$ cat src/rtl/rapid_pkg.sv
// rapid_pkg: shared RV32 decode types and opcode constants.
// Provides control_ex_s (controls handed to execute), its all-zero default,
// the datapath width XLEN and the 7-bit major opcodes of each family.
package rapid_pkg;

    localparam int XLEN = 32;

    // AUIPC; LUI is the same pattern with bit 5 set.
    localparam logic [6:0] upper_family       = 7'b0010111;
    localparam logic [6:0] uncond_branch_jal  = 7'b1101111;
    localparam logic [6:0] uncond_branch_jalr = 7'b1100111;
    localparam logic [6:0] cond_branch_family = 7'b1100011;
    localparam logic [6:0] mem_load_family    = 7'b0000011;
    localparam logic [6:0] mem_store_family   = 7'b0100011;
    localparam logic [6:0] imm_family         = 7'b0010011;
    localparam logic [6:0] reg_family         = 7'b0110011;
    localparam logic [6:0] system_family      = 7'b1110011;
    localparam logic [6:0] fence_family       = 7'b0001111;

    typedef struct packed {
        logic [31:0] debug_instruction;
        logic        upper;
        logic        uncond_branch;
        logic        cond_branch;
        logic        mem_load;
        logic        mem_store;
        logic        alu_imm;
        logic        alu_reg;
        logic        iop;
        logic [2:0]  fcs_opcode;
        logic [4:0]  rs1;
        logic [4:0]  rs2;
        logic [4:0]  rd;
        logic        rs1_out;
        logic        rs2_out;
        logic        rd_we;
        logic        mul_div;
        logic        system;
        logic        illegal;
    } control_ex_s;

    function automatic control_ex_s control_ex_s_default();
        return '0;
    endfunction

endpackage

$ cat src/rtl/decode_core.sv
// decode_core: combinational RV32 instruction decoder.
// Ports: ins_i (instruction word) -> ctrl_o (execute controls),
//        imm_o (immediate sign-extended to XLEN).
// debug_instruction always carries the raw word, so execute can report the
// offending encoding when it traps on an illegal instruction.
module decode_core #(
    parameter int XLEN          = rapid_pkg::XLEN,
    parameter bit ENABLE_M      = 1'b0,
    parameter bit ENABLE_SYSTEM = 1'b1
) (
    input  logic [31:0]              ins_i,
    output rapid_pkg::control_ex_s   ctrl_o,
    output logic signed [XLEN-1:0]   imm_o
);
    import rapid_pkg::*;

    logic [6:0] op, f7;
    logic [2:0] f3;
    logic signed [XLEN-1:0] imm_i, imm_s, imm_b, imm_u, imm_j;
    logic wr, r1, r2, bad;

    assign op    = ins_i[6:0];
    assign f3    = ins_i[14:12];
    assign f7    = ins_i[31:25];
    assign imm_i = XLEN'(signed'(ins_i[31:20]));
    assign imm_s = XLEN'(signed'({ins_i[31:25], ins_i[11:7]}));
    assign imm_b = XLEN'(signed'({ins_i[31], ins_i[7], ins_i[30:25], ins_i[11:8], 1'b0}));
    assign imm_u = XLEN'(signed'({ins_i[31:12], 12'b0}));
    assign imm_j = XLEN'(signed'({ins_i[31], ins_i[19:12], ins_i[20], ins_i[30:21], 1'b0}));

    always_comb begin
        ctrl_o = control_ex_s_default();
        ctrl_o.debug_instruction = ins_i;
        ctrl_o.fcs_opcode = f3;
        imm_o = '0;
        wr = 1'b0;
        r1 = 1'b0;
        r2 = 1'b0;
        bad = 1'b0;
        case (op)
            upper_family, upper_family ^ 7'b0100000: begin
                ctrl_o.upper = 1'b1;
                ctrl_o.iop = ~op[5];
                wr = 1'b1;
                imm_o = imm_u;
            end
            uncond_branch_jal: begin
                ctrl_o.uncond_branch = 1'b1;
                wr = 1'b1;
                imm_o = imm_j;
            end
            uncond_branch_jalr: begin
                ctrl_o.uncond_branch = 1'b1;
                ctrl_o.iop = 1'b1;
                wr = 1'b1;
                r1 = 1'b1;
                imm_o = imm_i;
                bad = f3 != 3'b000;
            end
            cond_branch_family: begin
                ctrl_o.cond_branch = 1'b1;
                r1 = 1'b1;
                r2 = 1'b1;
                imm_o = imm_b;
                bad = f3[2:1] == 2'b01;
            end
            mem_load_family: begin
                ctrl_o.mem_load = 1'b1;
                wr = 1'b1;
                r1 = 1'b1;
                imm_o = imm_i;
                bad = f3 == 3'b011 || f3[2:1] == 2'b11;
            end
            mem_store_family: begin
                ctrl_o.mem_store = 1'b1;
                ctrl_o.iop = 1'b1;
                r1 = 1'b1;
                r2 = 1'b1;
                imm_o = imm_s;
                bad = f3 > 3'b010;
            end
            imm_family: begin
                ctrl_o.alu_imm = 1'b1;
                ctrl_o.iop = f3 == 3'b101 && ins_i[30];
                wr = 1'b1;
                r1 = 1'b1;
                imm_o = imm_i;
                // Shift amounts live in imm[4:0]; the upper bits must be a valid funct7.
                bad = (f3 == 3'b001 && f7 != 7'b0000000) ||
                      (f3 == 3'b101 && f7 != 7'b0000000 && f7 != 7'b0100000);
            end
            reg_family: begin
                ctrl_o.alu_reg = 1'b1;
                ctrl_o.iop = ins_i[30];
                wr = 1'b1;
                r1 = 1'b1;
                r2 = 1'b1;
                if (f7 == 7'b0000001) begin
                    ctrl_o.mul_div = 1'b1;
                    ctrl_o.iop = 1'b0;
                    bad = !ENABLE_M;
                end else begin
                    bad = !(f7 == 7'b0000000 || (f7 == 7'b0100000 && (f3 == 3'b000 || f3 == 3'b101)));
                end
            end
            system_family: begin
                // Only ECALL (all zero) and EBREAK (bit 20 set) are decoded.
                ctrl_o.system = 1'b1;
                ctrl_o.fcs_opcode = 3'b000;
                imm_o = imm_i;
                bad = !ENABLE_SYSTEM || (|ins_i[31:21]) || (|ins_i[19:7]);
            end
            fence_family: begin
                ctrl_o.fcs_opcode = 3'b000;
                bad = !ENABLE_SYSTEM;
            end
            default: bad = 1'b1;
        endcase
        ctrl_o.rs1 = r1 ? ins_i[19:15] : 5'd0;
        ctrl_o.rs2 = r2 ? ins_i[24:20] : 5'd0;
        ctrl_o.rd = wr ? ins_i[11:7] : 5'd0;
        ctrl_o.rs1_out = r1;
        ctrl_o.rs2_out = r2;
        ctrl_o.rd_we = wr && ins_i[11:7] != 5'd0;
        if (bad) begin
            ctrl_o = control_ex_s_default();
            ctrl_o.debug_instruction = ins_i;
            ctrl_o.illegal = 1'b1;
            imm_o = '0;
        end
    end

endmodule

$ cat src/rtl/decode_stage.sv
// decode_stage: registered RV32 decode stage with a two-entry skid buffer.
// Ports: i_clk/i_rst (async active-high), fetch side i_valid/o_ready with
//        i_instruction/i_pc, execute side o_valid/i_ready with
//        o_control_signal/o_imm/o_pc, and i_flush to drop everything in flight.
// The output register is the head of the queue, the skid register the tail;
// o_ready is simply "skid empty", so it drops the cycle after the skid fills.
module decode_stage #(
    parameter int XLEN          = rapid_pkg::XLEN,
    parameter bit ENABLE_M      = 1'b0,
    parameter bit ENABLE_SYSTEM = 1'b1
) (
    input  logic                   i_clk,
    input  logic                   i_rst,
    input  logic                   i_valid,
    output logic                   o_ready,
    input  logic [31:0]            i_instruction,
    input  logic [XLEN-1:0]        i_pc,
    input  logic                   i_flush,
    output logic                   o_valid,
    input  logic                   i_ready,
    output rapid_pkg::control_ex_s o_control_signal,
    output logic signed [XLEN-1:0] o_imm,
    output logic [XLEN-1:0]        o_pc
);
    import rapid_pkg::*;

    typedef struct packed {
        control_ex_s            ctrl;
        logic [XLEN-1:0] imm;
        logic [XLEN-1:0] pc;
    } entry_t;

    entry_t dec, out_q, out_d, skid_q, skid_d;
    control_ex_s dec_ctrl;
    logic signed [XLEN-1:0] dec_imm;
    logic out_valid_q, out_valid_d, skid_valid_q, skid_valid_d, accept;

    decode_core #(
        .XLEN(XLEN),
        .ENABLE_M(ENABLE_M),
        .ENABLE_SYSTEM(ENABLE_SYSTEM)
    ) u_core (
        .ins_i(i_instruction),
        .ctrl_o(dec_ctrl),
        .imm_o(dec_imm)
    );

    assign dec = '{dec_ctrl, dec_imm, i_pc};
    assign accept = i_valid && o_ready;
    assign o_ready = !skid_valid_q;
    assign o_valid = out_valid_q;
    assign o_control_signal = out_q.ctrl;
    assign o_imm = out_q.imm;
    assign o_pc = out_q.pc;

    always_comb begin
        out_valid_d = out_valid_q;
        skid_valid_d = skid_valid_q;
        out_d = out_q;
        skid_d = skid_q;
        if (i_flush) begin
            out_valid_d = 1'b0;
            skid_valid_d = 1'b0;
        end else if (!out_valid_q || i_ready) begin
            // Head is free: the oldest held entry moves up before a new one.
            out_valid_d = skid_valid_q || accept;
            out_d = skid_valid_q ? skid_q : (accept ? dec : out_q);
            skid_valid_d = skid_valid_q && accept;
            skid_d = (skid_valid_q && accept) ? dec : skid_q;
        end else if (accept) begin
            skid_valid_d = 1'b1;
            skid_d = dec;
        end
    end

    always_ff @(posedge i_clk or posedge i_rst) begin
        if (i_rst) begin
            out_valid_q <= 1'b0;
            skid_valid_q <= 1'b0;
            out_q <= '{control_ex_s_default(), '0, '0};
            skid_q <= '{control_ex_s_default(), '0, '0};
        end else begin
            out_valid_q <= out_valid_d;
            skid_valid_q <= skid_valid_d;
            out_q <= out_d;
            skid_q <= skid_d;
        end
    end

endmodule

$ cat config.mk
export PLATFORM = sky130hd
export DESIGN_NAME = decode_stage
export DESIGN_NICKNAME = d
export VERILOG_FILES = /design/src/rtl/rapid_pkg.sv /design/src/rtl/decode_core.sv /design/src/rtl/decode_stage.sv
export SDC_FILE = /design/constraint.sdc
export NUM_CORES = 1
export LEC_CHECK = 0
export ABC_CLOCK_PERIOD_IN_PS = 15750
export CORE_MARGIN = 5
export CORE_UTILIZATION = 50
export CTS_BUF_LIST = sky130_fd_sc_hd__clkbuf_4 sky130_fd_sc_hd__clkbuf_8
export CTS_CLUSTER_DIAMETER = 200
export DETAILED_ROUTE_END_ITERATION = 7
export PLACE_DENSITY = 0.87
export SLEW_MARGIN = 20
export SYNTH_ARGS = -nofsm -noshare
export SYNTH_HDL_FRONTEND = slang
export SYNTH_SLANG_ARGS = --single-unit
$ cat constraint.sdc
create_clock -name i_clk -period 15.75 [get_ports i_clk]
set_input_delay 3.9375 -clock i_clk [delete_from_list [all_inputs] [get_ports i_clk]]
set_output_delay 3.9375 -clock i_clk [all_outputs]
set_load 0.01 [all_outputs]
==> flow_summary.toml <==
[status]
run_status = "completed"

[logic_synthesis]
synthSimpleGateAreaFrac_pct = 19.19
postSynth.asyncResetShare_pct = 100.0
syn_inst = 1258
post_synth.cell_area_avg_um2 = 9.341
combinational_family_with_the_most_area_after_synthesis = "simple AND/OR/NAND/NOR gates"
synth_fa_ha_area_share_pct = 0
seq_total_area_yosys_pct = 54.94
post_synthesis_cell_area_um2 = 11750
ys_dominant_reg_cell = "dfrtp_1"
yosys_warnings = 0
synth-edff-count = 0
synth_compound_area_share_pct = 16.32
yosys.cell_types.count = 53
nets_in_the_synthesized_netlist = 1327
parity_gate_share_of_the_synthesized_area_counting_xor_and_xnor_cells_pct = 0.07453
ys_ff_latch = 258
muxShareOfSynthArea_pct = 5.632

[flow_run]
timing.max_cap.violations = 0

[final_layout]
drive_above_1_share_pct = 9.738
syn_to_final_growth_pct = 26.18
final_core_utilization_pct = 63.55
finish.instance_area_um2 = 14830
most-common-layout-cells = "nand2_1 (280), dfrtp_1 (257), clkdlybuf4s50_1 (198)"
finalNetCount = 1482
diodes = 0
mostFrequentLayoutCell = "nand2_1"

[clock_network]
clock_latency_ns = 0.55
clk_pin_slew_ns = 0.06
tritoncts.num_buffers = 44
cts_root_buf = "clkbuf_8"
cts_hold_buf = 0
htree_levels = 2
post_cts.resized_instances = 0
cts-root-to-sink-buffers = 3
post_cts_buffers = 0
clock_sinks = 258
tritoncts = "yes"

[place]
dpl-instance-area_um2 = 13840
pre_cts_slack_ns = 8.429
finalWeightedCongestion = 0.8748
hpwlAfterDp_um = 21720
port_buffers = 198

[routing]
average_via_count_per_standard_cell = 5.680
antenna_violating_nets_post_route = 0
routed_wl_um = 34120
drt_first_iter_violations = 939
drt_first_pass_iters = 5
drt-wirelength-per-cell_um = 19.31
route.vias.total = 10040
drcViolationCount = 0

[floorplan]
design.die.area_um2 = 26670
std_cell_rows = 56
core_area_um2 = 23330
ios = 199
chipWidth_um = 163.3
die_y_um = 163.3
start_util_pct = 50.36

[timing]
skew_ns = 0.01565
setup_slack_ns = 8.885
timing.fmax_mhz = 145.7
setup-violations-final = 0
relative_slew_slack_pct = 25.54
rsz0062_at_grt = "false"
period_needed_ns = 6.865
finalMaxSlewViolations = 0
hold_viol_final = 0
final.setup.tns_ns = 0
fin_crit_sh_pct = 43.59
worst_pin_slew_ns = 1.117

[global_route]
global_route.usage.total_pct = 25.39
via_count_of_the_first_global_routing_pass = 9853
grt_overflow_total = 0
global_route_wire_length_before_repair_um = 54320
antenna_found_initial = 0
grt_max_degree = 124

[pwr]
p_per_area_nw_per_um2 = 112.3
switching_share_pct = 26.74
share_clk_of_total_power_pct = 39.4
switchingPower_uw = 445.4
power.sequential.fraction_pct = 46.3
vdd.ir_drop.worst_mv = 0.07382
combinationalPowerShare_pct = 14.3
power.leakage_uw = 0.006524
internal_power_uw = 1220

[critical_path]
critical_path_arrival_ns = 7.25
critical_path.endpoint_type = "flop"
worst-path-max-fanout = 54
critical_path_class = "input port to flop"
worst_ep_required_time_ns = 16.13
critPathLaunchType = "input port"

[min_path]
holdCritPathClass = "flop to flop"
kinds of logic (layout without fill, tap and decap cells):
logic type                Yosys count  in the layout
AOI/OAI and AO/OA                 312            312
and+or+nand+nor                   513            513
xor gates and xnor gates            1              1
muxes                              66             66
buffers and inverters             108            298
DFF                               258            258
power groups by stage:
stage,sequential (uW),combinational [uW],clock (uW)
final,772,238,655
after global routing,780,263,696
after CTS,771,241,664
after detailed placement,780,239,0
after global placement,777,232,0
after floorplan,788,106,0
worst paths after layout:
| kind | cells after the start | startpoint | endpoint | slack [ns] |
|---|---|---|---|---|
| min in group asynchronous | 2 | i_rst | skid_q[29] | 3.94 |
| min | 2 | skid_q[52] | skid_q[52] | 0.47 |
| max reg2reg | 7 | skid_valid_q | skid_q[67] | 12.28 |
| max in group asynchronous | 4 | i_rst | skid_q[78] | 9.60 |
| max | 8 | i_instruction[5] | o_control_signal[17] | 8.89 |
| min reg2reg | 2 | skid_q[52] | skid_q[52] | 0.47 |
sequential cells by signal, indices dropped and copies added (netlist names):
register          flops
o_imm                32
skid_valid_q          1
skid_q              128
o_valid               1
o_pc                 32
o_control_signal     64
worst max-delay path, cell delays in order:
cell and delay [ns]:
clkdlybuf4s50_1 0.91, nor2b_1 0.41, a32oi_1 0.19, or2_2 0.34
and2_4 0.19, nand3_4 0.35, buf_4 0.65, o21ai_0 0.24
cells in the mapped netlist (all sizes together) (2+ instances only):
| cell type | instances | share of area, % |
|---|---|---|
| a21o | 3 | 0.19 |
| o22ai | 2 | 0.11 |
| dfrtp | 258 | 55 |
| a22oi | 5 | 0.32 |
| nand3 | 43 | 1.9 |
| nand2 | 280 | 8.9 |
| or3 | 3 | 0.16 |
| o41ai | 2 | 0.15 |
| or4 | 2 | 0.13 |
| nor2b | 6 | 0.32 |
| a21oi | 152 | 6.5 |
| nor3 | 7 | 0.34 |
| inv | 5 | 0.16 |
| nand4 | 3 | 0.21 |
| nor4 | 2 | 0.11 |
| o21ai | 84 | 3.6 |
| nand2b | 3 | 0.16 |
| and2 | 4 | 0.23 |
| nor2 | 93 | 3.0 |
| o31ai | 49 | 4.5 |
| clkbuf | 82 | 2.6 |
| buf | 20 | 1.0 |
| a32oi | 3 | 0.22 |
| and3 | 58 | 3.1 |
| mux2i | 65 | 5.5 |
| a31oi | 4 | 0.27 |
| or2 | 3 | 0.16 |
| nor4b | 2 | 0.15 |
metal layers:
layer	wire length (um)	GRT usage, %	share of wire [%]
met3	3298	7.091	9.7
met5	0	0	0
met1	14080	35.29	41
met4	798	6.176	2.3
met2	15940	39.94	47
through the flow:
stage	std cells	power, uW	hold WS [ns]
after global placement	1686	1010	0.4505
final	1767	1665	0.4687
after CTS	1767	1676	0.4705
after global routing	1767	1740	0.4942
after detailed placement	1686	1019	0.4574
after floorplan	1258	893.4	0.4403
layout make-up:
type                            count  area [um^2]
Clock buffer                       72        909.6
Timing Repair Buffer              211         2079
Sequential cell                   258         6460
Multi-Input combinational cell    892         4875
Tap cell                          319        399.1
Clock inverter                      9        75.07
Fill cell                        1850         8504
Inverter                            6        30.03
Note: power is estimated with default switching activity, not from simulation.
==> RTL edit 1, RTL diff (config.mk and constraints unchanged) <==
`ENABLE_M` is set to 1'b0 in 2 places; all go to 1'b1.
--- a/src/rtl/decode_core.sv
+++ b/src/rtl/decode_core.sv
@@ -5,7 +5,7 @@
 // offending encoding when it traps on an illegal instruction.
 module decode_core #(
     parameter int XLEN          = rapid_pkg::XLEN,
-    parameter bit ENABLE_M      = 1'b0,
+    parameter bit ENABLE_M      = 1'b1,
     parameter bit ENABLE_SYSTEM = 1'b1
 ) (
     input  logic [31:0]              ins_i,
--- a/src/rtl/decode_stage.sv
+++ b/src/rtl/decode_stage.sv
@@ -6,7 +6,7 @@
 // o_ready is simply "skid empty", so it drops the cycle after the skid fills.
 module decode_stage #(
     parameter int XLEN          = rapid_pkg::XLEN,
-    parameter bit ENABLE_M      = 1'b0,
+    parameter bit ENABLE_M      = 1'b1,
     parameter bit ENABLE_SYSTEM = 1'b1
 ) (
     input  logic                   i_clk,
Function: changed (Yosys sat finds a counterexample within 4 cycles, from zero or initial values and one cycle with i_rst high).
==> RTL edit 1 against the original RTL <==
Sequential cell count unchanged. Non-clock buffer count shrank 3. Worst setup slack got worse by 540 ps. Via count is 0.71% lower. Register-to-register slack lost 870 ps. Global-route usage barely moved. Synthesized area shrank 1.4%. Largest power group unchanged. Design area decreased by 2.3%. Total power shrank 3.6%. Largest cell class unchanged. Routed wire length up 0.18%.
==> RTL edit 1: results (changes against the original RTL) <==
Timing
  • F_max: 135 MHz (was 146 MHz)
  • Fin Hold WS: 473 ps (was 469 ps)
  • Worst-Margin Slew: 1210 ps (was 1120 ps)

Layout
  • Finished Layout Cells: 1691 (was 1767)
  • Layout cell share with drive strength beyond 1: 8.32% (was 9.74%)
  • Post-layout nets: 1452 (was 1482)

Routing
  • Post-Route WL: 34.2 mm (was 34.1 mm)
  • DR pass1 iterations: 6 (was 5)
  • Routed via count: 9965 (was 10000)

Worst setup path
  • Data arrival, critical path: 7850 ps (was 7250 ps)
  • Reg-to-reg setup timing slack: 11410 ps (was 12280 ps)
  • Crit-path max FO: 66 (was 54)
  • Worst Reg-to-Reg Cells: 8 (was 7)
  • FF-to-FF End: o_control_signal[3] (was skid_q[67])

Global route
  • Met2 usage: 40.9% (was 39.9%)
  • Met3 usage: 5.43% (was 7.09%)
  • Initial antenna violation count: 2 (was 0)
  • Met1 Use GR: 34.4% (was 35.3%)
  • Number of global-route vias before repair: 9894 (was 9853)
  • GRT Overall Usage: 25.4% (about the same)

Synthesis
  • Compound-Gate Fraction of Synth Area: 17.1% (was 16.3%)
  • Multiplexer share of the synthesized area: 5.53% (was 5.63%)
  • Distinct cells, synth: 42 (was 53)
  • Post-synthesis sequential area ratio: 55.7% (was 54.9%)
  • Synth top area cells: dfrtp_1 (56%), nand2_1 (12%), mux2i_1 (5.5%), o21ai_0 (4.2%), a21oi_1 (4.0%) (was dfrtp_1 (55%), nand2_1 (8.9%), a21oi_1 (6.5%), mux2i_1 (5.5%), o21ai_0 (3.4%))

Clocking
  • CTS Buf Count: 43 (was 44)

Power and ir drop
  • Combinational Power Share: 15.0% (was 14.3%)
  • Pwr Total: 0.00161 W (was 0.00167 W)

Placed design
  • Dpl hpwl: 22.1 mm (was 21.7 mm)
  • RePlAce Congestion: 0.936 (was 0.875)

Run status
  • Outcome: complete, no violations (unchanged)
-- RTL edit 1: changes by cell type after synthesis, sizes merged, moves of 5 or more --
cell   delta
nor2     -63
nand2    +76
o21ai    +26
o22ai    +14
and3     -10
nand3    -32
o31ai    +26
buf       -5
a21oi    -59
-- RTL edit 1: routing by layer --
metal	part of all wire [%]	vias up	routed length [um]
li1	-	4545	-
met3	9.6	88	3280
met4	3.2	4	1110
met1	40	4784	13600
met2	47	544	16200
met5	0.064	-	22
-- RTL edit 1: layout make-up --
type / count / area [sq um]
Clock buffer: 65 / 826
Sequential cell: 258 / 6460
Timing Repair Buffer: 208 / 2060
Clock inverter: 3 / 15.0
Inverter: 4 / 22.5
Tap cell: 285 / 357
Multi-Input combinational cell: 868 / 4750
Fill cell: 1793 / 8220
-- RTL edit 1: worst max-delay path: stages --
cell and delay, ps:
clkdlybuf4s50_1 540, nor2_1 90, nor2_1 360, and2_2 230, buf_4 520, nand2_1 740, or4_1 790, buf_4 300
o31ai_1 250
==> RTL edit 2, RTL diff (config.mk and constraints unchanged) <==
Made on the original files. Reset style: synchronous (`i_rst`), changed in one clocked block. Comments in the files are not updated.
--- a/src/rtl/decode_stage.sv
+++ b/src/rtl/decode_stage.sv
@@ -73,7 +73,7 @@
         end
     end
 
-    always_ff @(posedge i_clk or posedge i_rst) begin
+    always_ff @(posedge i_clk) begin
         if (i_rst) begin
             out_valid_q <= 1'b0;
             skid_valid_q <= 1'b0;
Check against the original RTL: not equivalent (a bounded check fails within 4 cycles, from zero or initial values and one cycle with i_rst high; the reset may be asserted at any time).
==> RTL edit 2 against the original RTL <==
Synthesized area fell by 12%. First-iteration DRC count fell by 4.3%. Total power fell by 16%. Clock power fell by 8.9%. Via count fell by 4.3%. Sequential cell count did not move. Sequential power fell by 12%. Routed wire length fell by 9.0%. Design area fell by 11%. Worst setup slack improved by 190 ps. Clock skew rose by 4.2 ps. Critical path type unchanged. Critical endpoint is now o_imm[12]. Largest cell class unchanged.
==> RTL edit 2: results (changes against the original RTL) <==
Worst setup path
  • Crit-path max FO: 23 (was 54)
  • CP top delay family: simple AND/OR/NAND/NOR gates (was buffers and inverters)
  • Data arrival, critical path: 7110 ps (was 7250 ps)

Routing
  • Drt via density: 5.75 (was 5.68)
  • Routed len/inst: 18.6 um (was 19.3 um)
  • Initial DRC Count: 899 (was 939)

Synthesis
  • Post-synthesis sequential area ratio: 49.7% (was 54.9%)
  • Synth top area cells: dfxtp_1 (50%), nand2_1 (9.1%), mux2i_1 (6.3%), a211oi_1 (4.8%), a21oi_1 (4.4%) (was dfrtp_1 (55%), nand2_1 (8.9%), a21oi_1 (6.5%), mux2i_1 (5.5%), o21ai_0 (3.4%))
  • Syn Inst Count: 1222 (was 1258)
  • Asr flop ratio synth: 0% (was 100%)
  • Most instantiated cells after synthesis: dfxtp_1 (258), nand2_1 (253), nor2_1 (109) (was nand2_1 (280), dfrtp_1 (258), a21oi_1 (152))
  • Distinct cells, synth: 58 (was 53)
  • Syn Nets: 1291 (was 1327)

Global route
  • Number of global-route vias before repair: 8976 (was 9853)
  • Global-route wire length before repair: 48.1 mm (was 54.3 mm)
  • Pin count of the biggest net entering global routing: 88 (was 124)
  • GRT Overall Usage: 24.7% (was 25.4%)

Placed design
  • Pre-CTS setup slack: 8350 ps (was 8430 ps)
  • Dpl hpwl: 19.9 mm (was 21.7 mm)
  • Placed insts: 1595 (was 1686)
  • RePlAce Congestion: 0.942 (was 0.875)

Layout
  • Post-layout nets: 1439 (was 1482)
  • Layout cell share with drive strength beyond 1: 7.79% (was 9.74%)
  • Finished Layout Cells: 1669 (was 1767)

Hold path
  • HP Class: reg2reg (unchanged)

Timing
  • Fin Clk Skew: 19.8 ps (was 15.7 ps)
  • Slew margin rel.: 31.4% (was 25.5%)

Power and ir drop
  • Peak VDD IR: 0.0703 mV (was 0.0738 mV)
  • Leak: 4.40 nW (was 6.52 nW)

Run status
  • Outcome: complete, no violations (unchanged)

Clocking
  • CTS Buf Count: 43 (was 44)
  • Latest clock arrival within the worst-skew pair: around 540 ps
==> RTL edit 2: area by class of cell <==
cell class | instances | area (sq um)
Fill cell | 1679 | 7100
Tap cell | 270 | 338
Clock buffer | 71 | 852
Sequential cell | 258 | 5170
Clock inverter | 3 | 21.3
Multi-Input combinational cell | 855 | 4810
Timing Repair Buffer | 208 | 2060
Inverter | 4 | 15.0
==> RTL edit 2: final timing paths <==
kind         cells after the start              from         end  slack (ps)
min                              2        skid_q[91]  skid_q[91]         450
max reg2reg                      8      skid_valid_q    o_imm[9]       12150
max                              7  i_instruction[5]   o_imm[12]        9080
min reg2reg                      2        skid_q[91]  skid_q[91]         450
==> RTL edit 2: kinds of logic (layout without fill, tap and decap cells) <==
logic type                after synthesis  count (layout)  share of synthesized area (%)
muxes                                  65              65                           6.26
and+or+nand+nor                       436             436                           17.9
DFF                                   258             258                           49.7
xor gates and xnor gates                1               1                         0.0843
AOI/OAI and AO/OA                     353             353                           21.6
buffers and inverters                 109             286                           4.47
==> RTL edit 2: metrics by stage <==
| stage | area (sq um) | hold WS (ps) | total power (W) |
|---|---|---|---|
| detailed placement | 12400 | 436 | 0.000821 |
| global route | 13300 | 461 | 0.00146 |
| global placement | 12400 | 428 | 0.000818 |
| finish | 13300 | 445 | 0.00140 |
| CTS | 13200 | 445 | 0.00142 |
| floorplan | 10400 | 421 | 0.000752 |
==> RTL edit 2: routing by layer <==
layer  part of all wire [%]  vias to the layer above  GRT usage, %
met5                      0                        -             0
met1                     40                     4500          30.8
met4                    2.6                        0          8.07
met3                     10                       68          7.84
li1                       -                     4604             -
met2                     48                      433          40.5
==> RTL edit 2: power breakdown <==
part | internal, W | total (W) | switching (W)
registers | 0.000668 | 0.000677 | 0.00000920
clock network | 0.000340 | 0.000597 | 0.000257
logic | 0.0000572 | 0.000131 | 0.0000739
==> RTL edit 2: worst min-delay path: stages (launching register included) <==
cell     delay [ps]
dfxtp_1         310
nand2_1          50
o21ai_1          50
